<file path="src/rtl/demux_pkg.sv">
// demux_pkg: channel index constants, channel count and default widths for demux_14_buf
package demux_pkg;
  localparam int NUM_CH = 4;
  localparam int DEF_DW = 4;
  localparam int DEF_CW = 8;
  localparam logic [1:0] CH_A = 2'd0;
  localparam logic [1:0] CH_B = 2'd1;
  localparam logic [1:0] CH_C = 2'd2;
  localparam logic [1:0] CH_D = 2'd3;
endpackage

</file>
<file path="src/rtl/demux_slot.sv">
// demux_slot: one-entry buffer (clk, rst, load/d in, drain in, full/q out) that reloads on same-cycle drain+load
module demux_slot
  import demux_pkg::*;
#(
  parameter int DW = DEF_DW
) (
  input  logic          clk,
  input  logic          rst,
  input  logic          load,
  input  logic          drain,
  input  logic [DW-1:0] d,
  output logic          full,
  output logic [DW-1:0] q
);
  always_ff @(posedge clk or posedge rst)
    if (rst) begin
      full <= 1'b0;
      q    <= '0;
    end else begin
      if (load) q <= d;
      full <= load | (full & ~drain);
    end
endmodule

</file>
<file path="src/rtl/demux_14_buf.sv">
// demux_14_buf: 1-to-4 buffered demux (in_data/in_valid/s1:s0 -> out_x/valid_x with ready_x), in_ready mux and saturating stall_cnt
module demux_14_buf
  import demux_pkg::*;
#(
  parameter int DW = DEF_DW,
  parameter int CW = DEF_CW
) (
  input  logic          clk,
  input  logic          rst,
  input  logic [DW-1:0] in_data,
  input  logic          in_valid,
  input  logic          s0,
  input  logic          s1,
  output logic          in_ready,
  output logic [DW-1:0] out_a,
  output logic [DW-1:0] out_b,
  output logic [DW-1:0] out_c,
  output logic [DW-1:0] out_d,
  output logic          valid_a,
  output logic          valid_b,
  output logic          valid_c,
  output logic          valid_d,
  input  logic          ready_a,
  input  logic          ready_b,
  input  logic          ready_c,
  input  logic          ready_d,
  output logic [CW-1:0] stall_cnt
);
  logic [1:0]        sel;
  logic [NUM_CH-1:0] full, rdy, ld;
  logic [DW-1:0]     q [NUM_CH];
  assign sel      = {s1, s0};
  assign rdy      = {ready_d, ready_c, ready_b, ready_a};
  assign in_ready = ~full[sel] | rdy[sel];
  assign ld       = (in_valid & in_ready) ? NUM_CH'(1) << sel : '0;
  for (genvar i = 0; i < NUM_CH; i++) begin : g_slot
    demux_slot #(.DW(DW)) u_slot (
      .clk  (clk),
      .rst  (rst),
      .load (ld[i]),
      .drain(full[i] & rdy[i]),
      .d    (in_data),
      .full (full[i]),
      .q    (q[i])
    );
  end
  assign {valid_d, valid_c, valid_b, valid_a} = full;
  assign out_a = q[CH_A];
  assign out_b = q[CH_B];
  assign out_c = q[CH_C];
  assign out_d = q[CH_D];
  always_ff @(posedge clk or posedge rst)
    if (rst) stall_cnt <= '0;
    else if (in_valid & ~in_ready & ~&stall_cnt) stall_cnt <= stall_cnt + 1'b1;
endmodule

</file>
<file path="config.mk">
export PLATFORM = sky130hd
export DESIGN_NAME = demux_14_buf
export DESIGN_NICKNAME = d
export VERILOG_FILES = /design/src/rtl/demux_pkg.sv /design/src/rtl/demux_slot.sv /design/src/rtl/demux_14_buf.sv
export SDC_FILE = /design/constraint.sdc
export NUM_CORES = 1
export LEC_CHECK = 0
export ABC_AREA = 1
export CAP_MARGIN = 10
export CORE_MARGIN = 2
export CORE_UTILIZATION = 39
export DETAILED_ROUTE_END_ITERATION = 8
export GPL_TIMING_DRIVEN = 0
export PLACE_DENSITY = 0.7
export SLEW_MARGIN = 20
export SYNTH_ARGS = -nofsm -noshare
export SYNTH_HDL_FRONTEND = slang
export SYNTH_SLANG_ARGS = --single-unit
</file>
<file path="constraint.sdc">
create_clock -name clk -period 1.6 [get_ports clk]
set_clock_uncertainty 0.1 [all_clocks]
set_input_delay 0.48 -clock clk [delete_from_list [all_inputs] [get_ports clk]]
set_output_delay 0.48 -clock clk [all_outputs]
set_load 0.01 [all_outputs]
</file>
==> results.yml <==
logic_synthesis:
  yosys.area.top_type: "dfrtp_1"
  avgSynthCellArea_um2: 7.84
  synthTopCellsByArea: "dfrtp_1 (46%), nand2_1 (21%), nand4_1 (9.9%)"
  yosysUniqueCellTypes: 21
  syn-instance-count: 194
  ys_seq_area_frac: 0.461
  synth_warnings: 0
  synth_seq_cells: 28
  syn-num-nets: 208
  synth_area_um2: 1520
  synth_top_cell_area_share: 0.461
die:
  placementRows: 22
  chipWidth_um: 66.5
  io_pins: 42
  coreArea_um2: 3720
  dieArea_um2: 4420
  die-height_um: 66.5
  initial_core_util: 0.409
grt:
  grt_max_degree: 29
  overflow: 0
  antenna_found_initial: 0
  grtUsageTotal: 0.186
  grt_pass1_wl_um: 6430
  grt_pass1_vias: 1407
clock_network:
  clk_pin_slew_ns: 0.09
  numCtsBuffers: 3
  clock_latency_ns: 0.27
  cts.path.max_buffers: 2
  cts_sinks: 28
  cts_root_buf: "clkbuf_8"
  ctsHtreeMaxLevel: 1
  cts_tree: "done"
power_and_ir_drop:
  vdd_drop_max_v: 0.000607
  p_sw_mw: 0.689
  netSwitchingFraction: 0.325
  p_clk_frac: 0.206
  p_int_mw: 1.43
  p_seq_frac: 0.439
  leakagePower_nw: 1.21
  combPwrFrac: 0.355
  powerDensity_nw_per_um2: 927
critical_path:
  cp.required_ns: 1.02
  end_kind: "output pin"
  reg2reg_to: "g_slot[3].u_slot.q[3]$_DFFE_PP0P_"
  cp-start-kind: "input pin"
  worstPathArrival_ns: 1.20
  crit_type: "in -> out"
  crit_chain: "buf_8 > buf_6 > nand3_2 > nand2_2 > nor2_4 > nand2_4 > buf_6"
  cpMostUsedCell: "buf_6"
  slowest_delay_ns: 0.15
  worstPathMaxFanout: 6
  reg2regPathDepth: 10
  r2r_slack_ns: 0.08
  slowest_stage: "nor2_4"
  r2r-start: "g_slot[1].u_slot.full$_DFF_PP0_"
status:
  outcome: "complete, but fails checks"
  violations: "negative setup slack"
cells_and_area:
  nFillCells: 342
  postLayoutCoreUtil: 0.615
  diodes: 0
  area_growth_syn_to_layout_pct: 50.2
  final_net_count: 275
  drive_gt1_frac: 0.258
timing:
  setup_viol: 1
  final.period_utilization: 1.11
  period_minus_slack_ns: 1.78
  finalHoldViolations: 0
  layout_setup_ws_ns: -0.184
  slew_headroom: 0.605
  fin_tns_setup_ns: -0.184
  tightest_slew_ns: 0.591
  rsz0062_at_grt: "yes"
  fmax_mhz: 561
  drv_slew: 0
flow_run:
  max_cap_viol_count: 0
detailed_routing:
  wl_um: 3910
  dr.first_iter.drc_count: 82
  ant_nets: 0
  wire_per_inst_um: 12.7
  firstDrtPassIters: 4
  via_count: 1530
  viasPerCell: 4.97
  route.detailed.drc: 0
hold_path:
  min_path_cells: 2
  hold_class: "reg -> reg"
  holdPathEnd: "g_slot[3].u_slot.q[1]$_DFFE_PP0P_"
  holdCritStartpoint: "g_slot[3].u_slot.q[1]$_DFFE_PP0P_"
place:
  hpwlAfterDp_um: 2530
  gp_congestion: 0.828
  portBuffers: 40
-- flip-flops by register name, indices dropped and copies added (netlist names) --
name                cells
stall_cnt               8
g_slot.u_slot.full      4
g_slot.u_slot.q        16
-- cell type report --
type | count | area, um2 | area share
repair buffers | 63 | 559 | 0.245
clock buffers | 4 | 55.1 | 0.0241
multi-input cells | 146 | 786 | 0.344
flip-flops and latches | 28 | 703 | 0.308
well taps | 48 | 60.1 | 0.0263
inverters | 13 | 55.1 | 0.0241
plain buffers | 6 | 66.3 | 0.0290
-- placed cells by master (no fill, tap or decap), drive strengths merged --
master and instances:
ha 1, clkdlybuf4s15 5, nand3 12, dlymetal6s2s 1, o21ai 6, dfrtp 28
clkinvlp 1, nand4 25, dlygate4sd2 26, clkbuf 6, buf 30, xor2 3
nand3b 1, inv 12, nand2 87, clkdlybuf4s50 5, nor2 11
-- per-stage QoR --
stage               cells  total power, mW  cell area (um2)  setup slack, ns  hold WS, ns
finish                308             2.12             2280           -0.184        0.373
global route          308             2.26             2280           -0.218        0.402
CTS                   308             2.08             2240           -0.236        0.377
detailed placement    282             1.63             1990            -1.19        0.358
global placement      282             1.62             1990            -1.18        0.355
floorplan             194             1.27             1530          -0.0886        0.405
-- worst max-delay path by stage --
stage | startpoint | end
floorplan | s1 | in_ready
global placement | s0 | in_ready
detailed placement | s0 | in_ready
CTS | s0 | in_ready
global route | g_slot[1].u_slot.full$_DFF_PP0_ | in_ready
finish | s0 | in_ready
-- cell usage after synthesis --
cell type,count
buf_4,2
inv_1,10
nand4_2,1
nand2_2,2
buf_2,1
buf_6,2
nor2_2,2
clkbuf_1,2
o21ai_1,4
nand2_1,85
inv_2,3
dfrtp_1,28
xor2_1,3
ha_1,1
nand4_1,24
nor2_1,8
nand3_4,3
o21ai_0,2
nor2_4,1
nand3b_1,1
nand3_1,9
-- worst max-delay path: cells and delay by family --
| kind | cells | cell delay, ns |
|---|---|---|
| buffers and inverters | 3 | 0.36 |
| AND/OR/NAND/NOR | 4 | 0.36 |
-- power by group through the flow --
stage	Sequential (mW)	Combinational [mW]	Clock, mW
after floorplan	1.00	0.265	0
after global placement	0.953	0.669	0
after detailed placement	0.955	0.678	0
after CTS	0.923	0.716	0.445
after global routing	0.948	0.840	0.471
final	0.930	0.752	0.436
-- timing repair --
| item | 4_1_cts | 5_1_grt |
|---|---|---|
| buffers inserted | 24 | 4 |
| setup endpoints to repair | 57 | 22 |
| pin swaps | 9 | 10 |
| gates cloned | 0 | 0 |
| hold buffers | 0 | 0 |
| gates resized for setup | 69 | 17 |
-- cells by family after synthesis --
group | count (synthesis) | share of synthesized area
buffers and inverters | 20 | 0.0650
AND/OR/NAND/NOR | 136 | 0.429
XOR/XNOR | 3 | 0.0173
adder cells (fa/ha/maj) | 1 | 0.00822
AO/OA/AOI/OAI | 6 | 0.0197
flip-flops | 28 | 0.461
-- metal layers --
layer | global-route usage | part of all wire | vias to the layer above
met5 | 0 | 0 | -
met4 | 0.0510 | 0.0072 | 0
met3 | 0.0203 | 0.043 | 4
met2 | 0.316 | 0.47 | 38
met1 | 0.251 | 0.48 | 715
li1 | - | - | 773
(Power assumes the default switching activity.)
